[config.mk]
export PLATFORM = sky130hd
export DESIGN_NAME = reg_encoder
export DESIGN_NICKNAME = d
export VERILOG_FILES = /design/src/rtl/reg_encoder_pkg.sv /design/src/rtl/prio_enc8.sv /design/src/rtl/reg_encoder.sv
export SDC_FILE = /design/constraint.sdc
export NUM_CORES = 1
export LEC_CHECK = 0
export BUFFER_PORTS_ARGS = -buffer_cell sky130_fd_sc_hd__buf_4
export CAP_MARGIN = 20
export CORE_UTILIZATION = 55
export CTS_BUF_LIST = sky130_fd_sc_hd__clkbuf_4
export CTS_CLUSTER_DIAMETER = 100
export DETAILED_ROUTE_END_ITERATION = 10
export GPL_ROUTABILITY_DRIVEN = 0
export GPL_TIMING_DRIVEN = 0
export PLACE_DENSITY = 0.81
export SLEW_MARGIN = 25
export SYNTH_ARGS = -nofsm -noshare
export SYNTH_HDL_FRONTEND = slang
export SYNTH_SLANG_ARGS = --single-unit
[constraint.sdc]
create_clock -name clock -period 2.6 [get_ports clock]
set_input_delay 0.26 -clock clock [delete_from_list [all_inputs] [get_ports clock]]
set_output_delay 0.26 -clock clock [all_outputs]
set_load 0.02 [all_outputs]
[src/rtl/reg_encoder_pkg.sv]
// reg_encoder_pkg
// Shared constants and types for the register-mask encoder.
//   NUM_REGS  : number of registers / mask width
//   IDX_W     : width of a register index
//   state_t   : encoder control states (OCIOSO, EMITE, FIM)
//   MASK_ZERO : the empty register mask
package reg_encoder_pkg;

    localparam int NUM_REGS = 8;
    localparam int IDX_W    = 3;

    typedef enum logic [1:0] {
        OCIOSO = 2'd0,
        EMITE  = 2'd1,
        FIM    = 2'd2
    } state_t;

    localparam logic [NUM_REGS-1:0] MASK_ZERO = '0;

endpackage

[src/rtl/prio_enc8.sv]
// prio_enc8
// Combinational 8-to-3 priority encoder with selectable direction.
//   vec_i  : input vector
//   desc_i : 0 = lowest set bit wins, 1 = highest set bit wins
//   idx_o  : index of the winning bit (0 when vec_i is zero)
//   any_o  : at least one bit of vec_i is set
module prio_enc8
    import reg_encoder_pkg::*;
(
    input  logic [NUM_REGS-1:0] vec_i,
    input  logic                desc_i,
    output logic [IDX_W-1:0]    idx_o,
    output logic                any_o
);

    // The scan runs towards the preferred end so that the last match
    // written is the winner.
    always_comb begin
        idx_o = '0;
        if (desc_i) begin
            for (int k = 0; k < NUM_REGS; k++) begin
                if (vec_i[k]) begin
                    idx_o = IDX_W'(k);
                end
            end
        end else begin
            for (int k = NUM_REGS - 1; k >= 0; k--) begin
                if (vec_i[k]) begin
                    idx_o = IDX_W'(k);
                end
            end
        end
    end

    assign any_o = |vec_i;

endmodule

[src/rtl/reg_encoder.sv]
// reg_encoder
// Sequential register-mask encoder: emits the index of every set bit of a
// loaded 8-bit register mask, one index per valid/ready handshake.
// Optional feature macro: REG_ENCODER_DESC_EN adds the `descendente` input
// (1 = highest register first); without it the order is always ascending.
// Ports:
//   clock       : rising-edge clock
//   resetn      : asynchronous active-low reset
//   carga       : load pulse, accepted only when idle
//   mascara     : register mask (bit k = register rk)
//   descendente : order select, latched on load (REG_ENCODER_DESC_EN only)
//   ocupado     : mask being served
//   out_valid   : indice is valid
//   out_ready   : consumer accepts indice
//   indice      : index of the current pending register
//   fim         : one-cycle pulse after the last index
//   contagem    : indices accepted since the last load
module reg_encoder
    import reg_encoder_pkg::*;
(
    input  logic                clock,
    input  logic                resetn,
    input  logic                carga,
    input  logic [NUM_REGS-1:0] mascara,
`ifdef REG_ENCODER_DESC_EN
    input  logic                descendente,
`endif
    output logic                ocupado,
    output logic                out_valid,
    input  logic                out_ready,
    output logic [IDX_W-1:0]    indice,
    output logic                fim,
    output logic [3:0]          contagem
);

    state_t              state_q;
    logic [NUM_REGS-1:0] pendente_q;
    logic [NUM_REGS-1:0] pendente_d;
    logic [3:0]          contagem_q;
    logic [3:0]          contagem_d;
    logic                descSel;
    logic [IDX_W-1:0]    selIdx;
    logic                selAny;
    logic [IDX_W-1:0]    oppIdx;
    logic                oppAny;
    logic                handshake;
    logic                lastBit;

`ifdef REG_ENCODER_DESC_EN
    logic desc_q;

    always_ff @(posedge clock or negedge resetn) begin
        if (!resetn) begin
            desc_q <= 1'b0;
        end else if (state_q == OCIOSO && carga) begin
            desc_q <= descendente;
        end
    end

    assign descSel = desc_q;
`else
    assign descSel = 1'b0;
`endif

    // selEnc picks the bit to emit; oppEnc scans from the other end. When
    // both ends land on the same bit, exactly one bit is left pending.
    prio_enc8 selEnc (
        .vec_i  (pendente_q),
        .desc_i (descSel),
        .idx_o  (selIdx),
        .any_o  (selAny)
    );

    prio_enc8 oppEnc (
        .vec_i  (pendente_q),
        .desc_i (~descSel),
        .idx_o  (oppIdx),
        .any_o  (oppAny)
    );

    assign out_valid  = (state_q == EMITE) && selAny;
    assign indice     = out_valid ? selIdx : '0;
    assign ocupado    = (state_q == EMITE);
    assign fim        = (state_q == FIM);
    assign contagem   = contagem_q;

    assign handshake  = out_valid && out_ready;
    assign lastBit    = oppAny && (selIdx == oppIdx);
    assign pendente_d = pendente_q & ~(NUM_REGS'(1) << selIdx);
    assign contagem_d = contagem_q + 4'd1;

    always_ff @(posedge clock or negedge resetn) begin
        if (!resetn) begin
            state_q    <= OCIOSO;
            pendente_q <= MASK_ZERO;
            contagem_q <= '0;
        end else begin
            case (state_q)
                OCIOSO: begin
                    if (carga) begin
                        pendente_q <= mascara;
                        contagem_q <= '0;
                        state_q    <= (mascara == MASK_ZERO) ? FIM : EMITE;
                    end
                end
                EMITE: begin
                    if (handshake) begin
                        pendente_q <= pendente_d;
                        contagem_q <= contagem_d;
                        if (lastBit) begin
                            state_q <= FIM;
                        end
                    end
                end
                FIM: begin
                    state_q <= OCIOSO;
                end
                default: begin
                    state_q <= OCIOSO;
                end
            endcase
        end
    end

endmodule

; ---- Word-level counts from Yosys, hierarchy flattened
; Cells that the tools add are included.
[word_totals]
reg_bits = 14
output_inout_bits = 10
wordCells = 49
[op_classes]
n_addsub = 1
eq_ne = 6
shift = 1
n_mux = 27
bitwise = 2
reduce_logical = 9
[op_table]
columns = op, n
row1 = $mux W3, 13
row2 = $mux W8, 2
row3 = $pmux W8 S2, 1
row4 = $mux W2, 6
row5 = $and A8 B8 Y8, 1
row6 = $logic_not A8 Y1, 1
row7 = $mux W4, 2
row8 = $not A8 Y8, 1
row9 = $pmux W4 S2, 1
row10 = $reduce_or A8 Y1, 1
row11 = $shl A1 B3 Y8 const A, 1
row12 = $reduce_and A3 Y1, 2
row13 = $add A4 B1 Y4 const B, 1
row14 = $ne A2 B1 Y1 const B, 2
row15 = $pmux W2 S2, 1
row16 = $eq A3 B3 Y1, 1
row17 = $logic_and A1 B1 Y1, 3
row18 = $eq A2 B1 Y1 const B, 1
row19 = $eq A2 B2 Y1 const B, 1
row20 = $logic_not A2 Y1, 1
row21 = $ne A2 B2 Y1 const B, 1
row22 = $reduce_bool A2 Y1, 1
row23 = $mux W1, 1

; ---- Depth between registers and ports, before layout
[logic_depth]
ltp_word = 13
depth_mapped = 6
mapped_depth_nobuf = 5

; ---- Modules after synthesis
; From an unflattened synthesis, not the netlist that was laid out.
[hier_totals]
cells_unflattened = 128
hier_area_um2 = 1039.7
[by_module_without_submodules]
columns = module, n_inst, cells_per_inst, area_each_um2, seq_area_each_um2
row1 = reg_encoder, 1, 84, 779.5, 350.3
row2 = prio_enc8, 2, 22, 130.1, 0.0

; ---- Worst setup path after synthesis
; OpenSTA, ideal clock, no wires.
[synth_timing]
path_kind = register to output
startpoint = register state_q[1]
endpoint = output indice[0]
arrival_time_ps = 1265
slack_ps = 1075
path_stages_with_launch = 5
path_cell_list = dfrtp_1 -> nand2b_1 -> inv_1 -> nand2_1 -> nor2_1
[synth_via]
elab_chain_len = 3
[synth_lines]
columns = element, line
row1 = "start, declared", reg_encoder.sv:36  ; state_t state_q;
row2 = "start signal, assigned", reg_encoder.sv:103  ; state_q <= (mascara == MASK_ZERO) ? FIM : EMITE;
row3 = $eq A2 B1 Y1, -
row4 = net ocupado, reg_encoder.sv:28  ; output logic ocupado,
row5 = $logic_and A1 B1 Y1, reg_encoder.sv:81  ; assign out_valid = (state_q == EMITE) && selAny;
row6 = $mux W3, reg_encoder.sv:82  ; assign indice = out_valid ? selIdx : '0;
row7 = "end, declared", reg_encoder.sv:31  ; output logic [IDX_W-1:0] indice,
; The timed path passes the listed nets, and every way through them passes these cells.

; ---- Worst setup path in the final report
[layout_timing]
startpoint = register pendente_q[4]
endpoint = output indice[0]
[layout_via]
elab_chain_len = 6
elab_cells_between_ends = 8
cone_classes = mux: 6 / reduce/logical: 2
[layout_lines]
columns = element, line
row1 = "start, declared", reg_encoder.sv:37  ; logic [NUM_REGS-1:0] pendente_q;
row2 = "start signal, assigned", reg_encoder.sv:101  ; pendente_q <= mascara;
row3 = "start signal, assigned", reg_encoder.sv:108  ; pendente_q <= pendente_d;
row4 = $mux W3 (5 in series), prio_enc8.sv:28  ; if (vec_i[k]) begin
row5 = $mux W3 (*), reg_encoder.sv:82
; Every way passes the cells marked *; elsewhere a longest branch is shown, timed or not.

==> metrics.yaml <==
grt:
  grt_pass1_vias: 858
  grtUsageMet1_pct: 35.5
  antenna_found_initial: 0
  grt_pass1_wl_um: 3840
  grt_max_degree: 15
  gr-total-overflow: 0
  grtUsageMet3_pct: 3.40
  top_usage_layer: "met2"
  use_met2_pct: 47.2
  track_usage_pct: 27.7
logic_synthesis:
  ys_seq_area_share_pct: 37.4
  ys_top_cells_by_area: "dfrtp_1 (37%), nand2_1 (6.4%), o21ai_1 (5.3%)"
  syn_inst: 111
  syn_area_per_cell_um2: 8.43
  yosysWarnings: 0
  syn_area_um2: 936
  synth_top_area_cell: "dfrtp_1"
  synthDistinctLibCells: 35
  synth_top_area_share_pct: 37.4
  synth_nets: 124
  synth.ff_latch_count: 14
placed_design:
  port_buffers: 21
  dp_slack_ps: 878
  dp_hpwl_um: 1670
critical_path:
  rr_worst_depth: 6
  end_kind: "output pin"
  required_ps: 2340
  cp.arrival_ps: 1860
  crit_top_cell: "nand2_1"
  r2r-end: "state_q[1]"
  path_class: "reg2out"
  r2r_start: "pendente_q[2]"
  slowest_stage: "nor4_4"
  worstSetupStartpointType: "flip-flop"
  cp_max_fo: 7
  path_cells: "nor4_4 > nand2_1 > nand2_1 > nor2_1 > buf_4"
  slowest_delay_ps: 510
  r2r_slack_ps: 890
finish:
  num_antenna_cells: 0
  fin_nets: 151
  utilization_pct: 74.6
  syn_to_final_growth_pct: 22.9
  drive_gt1_share_pct: 25.5
power:
  p_comb_share_pct: 63.2
  fin_total_pwr_mw: 1.56
  power.switching_mw: 0.792
  max-vdd-ir-drop_v: 0.000790
  p_int_mw: 0.769
  clkPwrFrac_pct: 8.3
  switching_share_pct: 50.8
  power.density_nw_per_um2: 1360
  seqPwrFrac_pct: 28.4
  power_leakage_nw: 0.528
clocking:
  cts_tree: "built"
  htreeDepth: 1
  cts-root-buf: "clkbuf_4"
  cts_resized: 0
  clk_pin_slew_ps: 90
  hold_buffers: 1
  cts.sinks: 14
  clkLatencyLatePin_ps: 290
  post_cts_buffers: 0
  clock_path_buffers: 2
  cts_inserted_buffers: 3
drt:
  wl_um: 2270
  drc: 0
  drt-wirelength-per-cell_um: 14.8
  firstDrtPassIters: 4
  num_vias: 934
  vias_per_cell: 6.10
  ant_nets: 0
  drt-initial-drc-count: 37
floorplan:
  coreArea_um2: 1540
  fp.dieW_um: 43.3
  start_util_pct: 60.7
  core.rowCount: 14
  die-area_um2: 1870
  die_y_um: 43.3
  ios: 22
timing:
  timing.final.crit_share_pct: 81.4
  final-hold-violation-count: 0
  fin_crit_ps: 2120
  slew-limit-headroom_pct: 61.5
  drv_slew: 0
  fmax_ghz: 0.473
  max_slew.worst_pin.slew_ps: 572
  finalSetupViolCount: 0
  finalWorstSetupSlack_ps: 484
  rsz0062_at_grt: "no"
  fin_tns_setup_ps: 0
  skew_ps: 4.76
outcome:
  status: "finished, final reports clean"
hold_path:
  hold_end: "pendente_q[7]"
  hold_depth: 2
  holdCritStartpoint: "mascara[7]"
  hold_path.class: "in2reg"
flow_run:
  max_cap_violations: 0
routing by layer:
metal	vias to the layer above	wire (µm)
met5	-	0
met4	0	32
met3	5	130
met2	39	1080
met1	437	1030
li1	453	-
cell type report:
| cell class | instances | area, µm² |
|---|---|---|
| clock buffers | 3 | 22.5 |
| plain buffers | 3 | 13.8 |
| repair buffers | 22 | 168 |
| flip-flops and latches | 14 | 350 |
| clock inverters | 1 | 3.75 |
| inverters | 5 | 18.8 |
| fillers | 123 | 392 |
| multi-input cells | 89 | 553 |
| well taps | 16 | 20.0 |
critical path: cells and delay by family, from the launching register on:
kind	cells	cell delay [ps]
buffers and inverters	1	180
flip-flops	1	490
AND/OR/NAND/NOR	4	900
flip-flops by register name, indices dropped and copies added, names as in the netlist:
signal,count
state_q,2
pendente_q,8
contagem,4
power by group through the flow:
stage | clock network [mW] | logic (mW) | registers, mW
floorplan | 0 | 0.665 | 0.451
global placement | 0 | 0.942 | 0.443
detailed placement | 0 | 0.959 | 0.444
CTS | 0.134 | 0.979 | 0.440
global route | 0.138 | 1.08 | 0.459
finish | 0.130 | 0.987 | 0.444
how the worst max path moves through the flow:
| stage | slack, ps | cells past startpoint | from | to |
|---|---|---|---|---|
| after global placement | 880 | 5 | pendente_q[4] | indice[1] |
| after floorplan | 1080 | 4 | state_q[1] | indice[0] |
| final | 480 | 5 | pendente_q[4] | indice[0] |
| after detailed placement | 880 | 5 | pendente_q[4] | indice[1] |
| after CTS | 520 | 5 | pendente_q[4] | indice[0] |
| after global routing | 410 | 5 | pendente_q[4] | indice[0] |
cells by family (layout without fill, tap and decap cells):
group | count (synthesis) | in the layout | synth area share [%]
AO/OA/AOI/OAI | 39 | 39 | 28.1
flip-flops | 14 | 14 | 37.4
XOR/XNOR | 1 | 1 | 0.936
buffers and inverters | 8 | 34 | 3.48
AND/OR/NAND/NOR | 48 | 48 | 28.7
adder cells (fa/ha/maj) | 1 | 1 | 1.34
cells in the final DEF (no fill, tap or decap), types with 2 or more instances in the layout:
cell	synthesis	final
nor3b_1	2	2
a22o_1	2	2
a21oi_1	7	7
nand3_1	2	2
o31ai_1	3	3
o21ai_1	10	10
buf_4	0	21
nor4_1	2	2
nand2_1	16	16
o21a_1	2	2
nor4_4	2	2
nor2_1	7	7
nor3_1	5	5
dfrtp_1	14	14
nand2b_1	5	5
o21ai_0	3	3
nor2_2	3	3
a21o_1	2	2
clkbuf_4	0	3
a22oi_1	2	2
buf_2	2	2
inv_1	5	5
metrics by stage:
stage / hold slack [ps] / cell area (µm²) / cells
2_1_floorplan: -35.6 / 936 / 111
3_3_place_gp: 115 / 1110 / 148
3_5_place_dp: 119 / 1110 / 148
4_1_cts: 190 / 1150 / 153
5_1_grt: 195 / 1150 / 153
6_report: 189 / 1150 / 153
Yosys cell counts (all sizes together):
cell      n
a2111oi   1
a21bo     1
a21boi    1
a21o      2
a21oi     8
a221oi    1
a22o      2
a22oi     2
a2bb2oi   1
a31oi     1
and3b     1
buf       2
clkbuf    1
dfrtp    14
ha        1
inv       5
nand2    16
nand2b    5
nand3     2
nor2     10
nor2b     1
nor3      5
nor3b     2
nor4      4
o21a      2
o21ai    13
o31a      1
o31ai     3
or2       1
or3       1
xor2      1
Power figures use the tool's default switching activity.
